==> src/rtl/regfile_dump_uart_tx_pkg.sv <==
// Shared types and constants for the register-file UART dump block.
// DUMP_SYNC_HEADER_EN (when defined) adds a 0xA5 sync frame before register 0.
package regfile_dump_pkg;

    localparam int       WORD_W         = 32;
    localparam int       BYTES_PER_WORD = WORD_W / 8;
    localparam int       FRAME_BITS     = 10;
    localparam bit [7:0] SYNC_BYTE      = 8'hA5;

    // Dump sequencer states. HDR spans the whole sync-byte frame.
    typedef enum logic [2:0] {
        IDLE,
        HDR,
        LOAD,
        START,
        DATA,
        STOP
    } dump_state_t;

    // Serializer phases.
    typedef enum logic [1:0] {
        PH_IDLE,
        PH_START,
        PH_DATA,
        PH_STOP
    } tx_phase_t;

endpackage

==> src/rtl/regfile_dump_uart_tx_if.sv <==
// Bundle between the dump block, the register file debug port and the UART pin.
// Handshake: dump_req is a level sampled only while the block is idle; busy
// rises on the accepting edge and falls together with the one-cycle done pulse.
interface regfile_dump_if #(
    parameter int ADDR_W = 5,
    parameter int DATA_W = 32
);
    logic              dump_req;
    logic [ADDR_W-1:0] raddr_dbg;
    logic [DATA_W-1:0] rdata_dbg;
    logic              tx;
    logic              busy;
    logic              done;

    // Dump block side.
    modport slave (
        input  dump_req,
        input  rdata_dbg,
        output raddr_dbg,
        output tx,
        output busy,
        output done
    );

    // Requester / register file side.
    modport master (
        output dump_req,
        output rdata_dbg,
        input  raddr_dbg,
        input  tx,
        input  busy,
        input  done
    );
endinterface

==> src/rtl/regfile_dump_uart_tx_uart_tx_byte.sv <==
// 8N1 byte serializer, LSB first. A tx_start during the last stop-bit cycle
// chains the next frame with no idle gap.
module uart_tx_byte
    import regfile_dump_pkg::*;
#(
    parameter int CLKS_PER_BIT = 434
) (
    input  logic       clk_o,
    input  logic       rst_n,
    input  logic       tx_start_i,
    input  logic [7:0] tx_byte_i,
    output logic       tx_o,
    output logic       tx_busy_o,
    output logic       tx_done_o,
    output logic       start_end_o,
    output logic       data_end_o,
    output tx_phase_t  phase_o
);
    localparam int            CW        = (CLKS_PER_BIT > 1) ? $clog2(CLKS_PER_BIT) : 1;
    localparam logic [CW-1:0] BAUD_LAST = CW'(CLKS_PER_BIT - 1);

    tx_phase_t     phase_q, phase_d;
    logic [CW-1:0] baud_q;
    logic [2:0]    bit_q;
    logic [7:0]    shift_q;
    logic          bit_end;
    logic          accept;

    assign bit_end = (baud_q == BAUD_LAST);
    assign accept  = tx_start_i && ((phase_q == PH_IDLE) || (phase_q == PH_STOP && bit_end));
    assign phase_o = phase_q;

    // Phase register.
    always_ff @(posedge clk_o or negedge rst_n) begin
        if (!rst_n) phase_q <= PH_IDLE;
        else        phase_q <= phase_d;
    end

    // Next phase: advance at the end of each bit period.
    always_comb begin
        phase_d = phase_q;
        if (accept) begin
            phase_d = PH_START;
        end else begin
            case (phase_q)
                PH_START: if (bit_end) phase_d = PH_DATA;
                PH_DATA:  if (bit_end && bit_q == 3'd7) phase_d = PH_STOP;
                PH_STOP:  if (bit_end) phase_d = PH_IDLE;
                default:  phase_d = phase_q;
            endcase
        end
    end

    // Line level and status strobes decoded from the current phase.
    always_comb begin
        tx_o        = 1'b1;
        tx_busy_o   = (phase_q != PH_IDLE);
        tx_done_o   = 1'b0;
        start_end_o = 1'b0;
        data_end_o  = 1'b0;
        case (phase_q)
            PH_START: begin
                tx_o        = 1'b0;
                start_end_o = bit_end;
            end
            PH_DATA: begin
                tx_o       = shift_q[0];
                data_end_o = bit_end && (bit_q == 3'd7);
            end
            PH_STOP: tx_done_o = bit_end;
            default: tx_o = 1'b1;
        endcase
    end

    // Baud counter, bit counter and shift register.
    always_ff @(posedge clk_o or negedge rst_n) begin
        if (!rst_n) begin
            baud_q  <= '0;
            bit_q   <= '0;
            shift_q <= '0;
        end else if (accept) begin
            baud_q  <= '0;
            bit_q   <= '0;
            shift_q <= tx_byte_i;
        end else if (phase_q != PH_IDLE) begin
            baud_q <= bit_end ? '0 : baud_q + 1'b1;
            if (phase_q == PH_DATA && bit_end) begin
                shift_q <= {1'b0, shift_q[7:1]};
                bit_q   <= bit_q + 3'd1;
            end
        end
    end
endmodule

==> src/rtl/regfile_dump_uart_tx.sv <==
// Register-file dump over UART: walks x0..x(NUM_REGS-1), snapshots each word
// in a one-cycle LOAD and sends it little-endian as four 8N1 frames.
// DUMP_SYNC_HEADER_EN: prepend one 0xA5 frame, started on the accepting edge.
module regfile_dump_uart_tx
    import regfile_dump_pkg::*;
#(
    parameter int CLKS_PER_BIT = 434,
    parameter int NUM_REGS     = 32,
    parameter int ADDR_W       = 5,
    parameter int DATA_W       = 32
) (
    input  logic          clk_o,
    input  logic          rst_n,
    regfile_dump_if.slave bus,
    output dump_state_t   state_o
);
    localparam int                BPW       = DATA_W / 8;
    localparam int                BW        = (BPW > 1) ? $clog2(BPW) : 1;
    localparam logic [BW-1:0]     LAST_BYTE = BW'(BPW - 1);
    localparam logic [ADDR_W-1:0] LAST_REG  = ADDR_W'(NUM_REGS - 1);

    dump_state_t       state_q, state_d;
    logic [ADDR_W-1:0] reg_idx_q;
    logic [BW-1:0]     byte_idx_q;
    logic [BW-1:0]     next_byte_idx;
    logic [DATA_W-1:0] word_q;
    logic [DATA_W-1:0] load_word;
    logic              busy_q, done_q;

    logic       ser_start, ser_tx, ser_busy, ser_done, ser_start_end, ser_data_end;
    logic [7:0] ser_byte;
    tx_phase_t  ser_phase;

    // x0 always reads as zero, whatever the array holds.
    assign load_word     = (reg_idx_q == '0) ? '0 : bus.rdata_dbg;
    assign next_byte_idx = byte_idx_q + 1'b1;

    assign bus.raddr_dbg = reg_idx_q;
    assign bus.tx        = ser_tx;
    assign bus.busy      = busy_q;
    assign bus.done      = done_q;
    assign state_o       = state_q;

    uart_tx_byte #(.CLKS_PER_BIT(CLKS_PER_BIT)) u_ser (
        .clk_o       (clk_o),
        .rst_n       (rst_n),
        .tx_start_i  (ser_start),
        .tx_byte_i   (ser_byte),
        .tx_o        (ser_tx),
        .tx_busy_o   (ser_busy),
        .tx_done_o   (ser_done),
        .start_end_o (ser_start_end),
        .data_end_o  (ser_data_end),
        .phase_o     (ser_phase)
    );

    // State register.
    always_ff @(posedge clk_o or negedge rst_n) begin
        if (!rst_n) state_q <= IDLE;
        else        state_q <= state_d;
    end

    // Next state: byte/register sequencing, bit timing comes from the serializer.
    always_comb begin
        state_d = state_q;
        case (state_q)
            IDLE: begin
                if (bus.dump_req && !ser_busy) begin
`ifdef DUMP_SYNC_HEADER_EN
                    state_d = HDR;
`else
                    state_d = LOAD;
`endif
                end
            end
            HDR:   if (ser_done) state_d = LOAD;
            LOAD:  state_d = START;
            START: if (ser_start_end) state_d = DATA;
            DATA:  if (ser_data_end) state_d = STOP;
            STOP: begin
                if (ser_done) begin
                    if (byte_idx_q != LAST_BYTE)     state_d = START;
                    else if (reg_idx_q != LAST_REG) state_d = LOAD;
                    else                            state_d = IDLE;
                end
            end
            default: state_d = IDLE;
        endcase
    end

    // Serializer requests: first byte straight from the read port in LOAD,
    // following bytes chained in the last stop-bit cycle.
    always_comb begin
        ser_start = 1'b0;
        ser_byte  = 8'h00;
        case (state_q)
`ifdef DUMP_SYNC_HEADER_EN
            IDLE: begin
                ser_start = bus.dump_req && !ser_busy;
                ser_byte  = SYNC_BYTE;
            end
`endif
            LOAD: begin
                ser_start = 1'b1;
                ser_byte  = load_word[7:0];
            end
            STOP: begin
                ser_start = ser_done && (byte_idx_q != LAST_BYTE);
                ser_byte  = word_q[{next_byte_idx, 3'b000} +: 8];
            end
            default: ser_start = 1'b0;
        endcase
    end

    // Word snapshot, indices and busy/done flags.
    always_ff @(posedge clk_o or negedge rst_n) begin
        if (!rst_n) begin
            reg_idx_q  <= '0;
            byte_idx_q <= '0;
            word_q     <= '0;
            busy_q     <= 1'b0;
            done_q     <= 1'b0;
        end else begin
            done_q <= 1'b0;
            case (state_q)
                IDLE: begin
                    if (state_d != IDLE) begin
                        reg_idx_q  <= '0;
                        byte_idx_q <= '0;
                        busy_q     <= 1'b1;
                    end
                end
                LOAD: begin
                    word_q     <= load_word;
                    byte_idx_q <= '0;
                end
                STOP: begin
                    if (ser_done) begin
                        if (byte_idx_q != LAST_BYTE) begin
                            byte_idx_q <= next_byte_idx;
                        end else if (reg_idx_q != LAST_REG) begin
                            reg_idx_q <= reg_idx_q + 1'b1;
                        end else begin
                            busy_q <= 1'b0;
                            done_q <= 1'b1;
                        end
                    end
                end
                default: done_q <= 1'b0;
            endcase
        end
    end
endmodule
==> src/flat_wrapper.sv <==
// flat-port wrapper written by rule: the top's interface ports become plain ports
module regfile_dump_uart_tx_flat import regfile_dump_pkg::*;
#(
    parameter int CLKS_PER_BIT = 434,
    parameter int NUM_REGS     = 32,
    parameter int ADDR_W       = 5,
    parameter int DATA_W       = 32
)
  (clk_o, rst_n, state_o, bus_dump_req, bus_rdata_dbg, bus_raddr_dbg, bus_tx, bus_busy, bus_done);
  regfile_dump_if #(.ADDR_W(ADDR_W), .DATA_W(DATA_W)) bus_i ();
  input  logic clk_o;
  input  logic rst_n;
  output dump_state_t state_o;
  input wire logic [$bits(bus_i.dump_req)-1:0] bus_dump_req;
  input wire logic [$bits(bus_i.rdata_dbg)-1:0] bus_rdata_dbg;
  output wire logic [$bits(bus_i.raddr_dbg)-1:0] bus_raddr_dbg;
  output wire logic [$bits(bus_i.tx)-1:0] bus_tx;
  output wire logic [$bits(bus_i.busy)-1:0] bus_busy;
  output wire logic [$bits(bus_i.done)-1:0] bus_done;
  assign bus_i.dump_req = bus_dump_req;
  assign bus_i.rdata_dbg = bus_rdata_dbg;
  assign bus_raddr_dbg = bus_i.raddr_dbg;
  assign bus_tx = bus_i.tx;
  assign bus_busy = bus_i.busy;
  assign bus_done = bus_i.done;
  regfile_dump_uart_tx #(.CLKS_PER_BIT(CLKS_PER_BIT), .NUM_REGS(NUM_REGS), .ADDR_W(ADDR_W), .DATA_W(DATA_W)) u_core (.clk_o(clk_o), .rst_n(rst_n), .bus(bus_i), .state_o(state_o));
endmodule
==> config.mk <==
export PLATFORM = sky130hd
export DESIGN_NAME = regfile_dump_uart_tx_flat
export DESIGN_NICKNAME = d
export VERILOG_FILES = /design/src/rtl/regfile_dump_uart_tx_pkg.sv /design/src/rtl/regfile_dump_uart_tx_if.sv /design/src/rtl/regfile_dump_uart_tx_uart_tx_byte.sv /design/src/rtl/regfile_dump_uart_tx.sv /design/src/flat_wrapper.sv
export SDC_FILE = /design/constraint.sdc
export NUM_CORES = 1
export LEC_CHECK = 0
export CAP_MARGIN = 10
export CORE_AREA = 5 5 79 89
export CTS_CLUSTER_DIAMETER = 150
export CTS_CLUSTER_SIZE = 30
export DETAILED_ROUTE_END_ITERATION = 16
export DIE_AREA = 0 0 84 94
export DONT_BUFFER_PORTS = 1
export PLACE_DENSITY = 0.72
export SETUP_SLACK_MARGIN = 0.4
export SLEW_MARGIN = 20
export SYNTH_ARGS = -nofsm -noshare
export SYNTH_HDL_FRONTEND = slang
export SYNTH_SLANG_ARGS = --single-unit
==> constraint.sdc <==
create_clock -name clk_o -period 4.7 [get_ports clk_o]
set_input_delay 0.94 -clock clk_o [delete_from_list [all_inputs] [get_ports clk_o]]
set_output_delay 0.94 -clock clk_o [all_outputs]
set_load 0.02 [all_outputs]
==> metrics.md <==
| Metric | Value |
|---|---|
| # H-tree levels | 3 |
| Synth area leader | dfrtp_1 |
| Detailed Routing Iterations Pass 1 | 4 |
| Ant diodes | 0 |
| NumNets Final | between 300 and 400 |
| Worst EP required | between 3 and 4 ns |
| Clk sinks | 66 |
| R2R Setup Slk | approximately 2.1 ns |
| Minimum clock period | between 2 and 3 ns |
| # resized after CTS | 0 |
| Clk slew on worst S/H paths | roughly 0.080 ns |
| Layout area overhead | 7.05% |
| # Post-CTS Setup Buffers | 0 |
| Total Die Area | 7900 sq um |
| CTS max path bufs | 2 |
| TNS Setup | 0 ns |
| Most common cell after layout, fill and taps aside | dfrtp_1 |
| DR iter-0 viols | roughly 130 |
| RSZ-0062 raised after global routing | no |
| PortBufs | 0 |
| Yosys top cell area share | 0.487 |
| Yosys Warn Count | 0 |
| All-layer global routing usage | 0.187 |
| Crit-path cells | inv_1 -> ha_1 -> o21ai_0 |
| Vias per cell | 6.21 |
| Vias | 2327 |
| Hold-fix buffers, CTS | 0 |
| Post-synthesis sequential area ratio | 0.487 |
| Max Cap Viol | 0 |
| Type of origin of the critical path | flip-flop |
| Post-Syn Area per Cell | between 10 and 15 sq um |
| DIE WIDTH | roughly 84 um |
| Core Footprint | 6010 sq um |
| Crit share post-route | 0.568 |
| Synthesis-stage register bit count | 66 |
| GRT overflow | 0 |
| TritonCTS Buffers | 9 |
| CP max stage delay | 0.59 ns |
| Placer Congestion | 0.836 |
| CP endpoint kind | primary output |
| WL/cell | around 18 um |
| Initial Utilization | 0.565 |
| Fill cells | ~500 |
| Worst Path Buf+Inv | 1 |
| Worst rel slew slack | 0.435 |
| Final Hold Vio Count | 0 |
| Critical path class | flip-flop to primary output |
| Netlist cell types | 52 |
| Clock Skew | just over 0.009 ns |
| Clock Latency Late Sink | ~0.35 ns |
| # IOs | between 40 and 50 |
| Main synth FF type | dfrtp_1 |
| DRT antenna net count | 0 |
| Synth area leaders | dfrtp_1 (49%), a22o_1 (9.0%), mux2i_1 (5.6%) |
| Post-synth EDFFs | 0 |
| Commonest cells after routing, fill and taps aside | dfrtp_1 (66), a22o_1 (35), nand2_1 (19), mux2i_1 (19) |
| P_leak | between 1 and 1.5 nW |
| Worst EP arrival | roughly 1.7 ns |
| Finish-stage setup viols | 0 |
| Die H | 94 um |
| Maximum VDD drop | ~0.21 mV |
| Crit Path Max Fanout | 7 |
| First-pass GRT wire length | ~12 mm |
| Worst hold-check path type | input pin to asynchronous set/reset pin |
| Worst path slowest cell | o21ai_0 |
| Status | finished, final reports clean |
| Top delay family on crit path | compound AO/OA/AOI/OAI gates |
| Post-route DRC | 0 |
| CTS root buf | clkbuf_8 |
| Vias in the first global route | 2342 |
| FP Rows | 30 |
| Largest net degree at the start of global routing | 67 |
| Dpl hpwl | between 4 and 5 mm |
| Fin. max-slew vios | 0 |
| Syn Nets | roughly 340 |
| Share of layout cells above drive strength 1 | 0.119 |
| TritonCTS clock tree | yes |
| Final wirelength | 6.84 mm |
| Ys async rst share | 1.00 |
| PD cells | 306 nW/um^2 |
| Mapped cell area | around 3400 sq um |
| Post-Syn Instances | 296 |
| Achievable Freq | roughly 370 MHz |
| Placed Instances | about 360 |
| Initial antenna violation count | 0 |
| Final instance count without filler cells | between 300 and 400 |
| Worst Tran Pin Value | between 0.8 and 0.9 ns |
==> cells by family (layout without fill, tap and decap cells) <==
kind of cell,count (synthesis),after routing,synth area share
DFF,66,66,0.487
muxes,28,28,0.113
AOI/OAI and AO/OA,76,76,0.170
xor gates and xnor gates,4,4,0.0103
adders and majority gates,13,13,0.0480
buffers and inverters,33,32,0.0413
and+or+nand+nor,76,76,0.131
==> through the flow <==
step / cell area (sq um) / total power, mW / hold slack (ns) / worst slack (ns) / util
2_1_floorplan: 3390 / 0.624 / 0.468 / 2.55 / -
6_report: 3630 / 1.11 / 0.279 / 2.03 / 0.605
3_5_place_dp: 3430 / 0.629 / 0.491 / 1.98 / 0.570
3_3_place_gp: 3430 / 0.628 / 0.483 / 2.05 / 0.570
4_1_cts: 3630 / 1.12 / 0.266 / 1.95 / 0.604
5_1_grt: 3630 / 1.15 / 0.251 / 1.89 / 0.605
==> synth_stat cells (4+ instances only) <==
cell / number
a22oi_1: 9
nor2_1: 11
ha_1: 13
clkbuf_1: 11
a22o_1: 35
or3_1: 4
nor3_1: 8
nand2_1: 19
mux4_2: 8
a21oi_1: 10
mux2i_1: 19
buf_2: 6
inv_1: 13
o21ai_0: 5
nand4_1: 5
nand3_1: 7
dfrtp_1: 66
==> state kept, by name, summed over array words and instances (netlist names) <==
name	cells
u_core.bus.busy	1
u_core.bus.done	1
u_core.bus.raddr_dbg	5
u_core.byte_idx_q	2
u_core.state_o	3
u_core.u_ser.baud_q	9
u_core.u_ser.bit_q	3
u_core.u_ser.phase_o	2
u_core.u_ser.shift_q	8
u_core.word_q	32
==> routing by layer <==
layer,global-route usage,share of wire,up-vias,wire [um]
li1,-,-,1105,-
met1,0.232,0.44,1151,3020
met2,0.308,0.49,64,3330
met3,0.0570,0.061,7,419
met4,0.0724,0.011,0,76
met5,0,0,-,0
==> report_power, final <==
part	switching, mW	internal, mW
clock	0.243	0.250
combinational	0.00567	0.0172
sequential	0.0100	0.585
==> final cells by class <==
type / instances / area [sq um] / area share
multi-input combinational: 197 / 1610 / 0.443
tap: 80 / 100 / 0.0276
clock buffer: 9 / 124 / 0.0341
sequential: 66 / 1650 / 0.455
clock inverter: 7 / 76.3 / 0.0210
inverter: 13 / 48.8 / 0.0134
timing repair buffer: 3 / 22.5 / 0.00620
==> worst paths after layout <==
| kind | cells past startpoint | startpoint | end |
|---|---|---|---|
| min in group clk_o | 1 | u_core.word_q[31] | u_core.word_q[31] |
| setup / recovery | 3 | u_core.u_ser.phase_o[0] | bus_tx |
| setup reg to reg | 6 | u_core.byte_idx_q[0] | u_core.u_ser.shift_q[2] |
| max in group asynchronous | 0 | rst_n | u_core.u_ser.bit_q[1] |
| hold reg to reg | 1 | u_core.word_q[31] | u_core.word_q[31] |
| hold / removal | 0 | rst_n | u_core.bus.busy |
==> worst reg2reg max path: stages (launching register included) <==
cell      delay (ns)
dfrtp_1         0.61
ha_1            0.36
nor4bb_1        0.48
nor2_1          0.12
a21oi_2         0.43
buf_4           0.31
mux2i_1         0.21
Power figures use the tool's default switching activity.
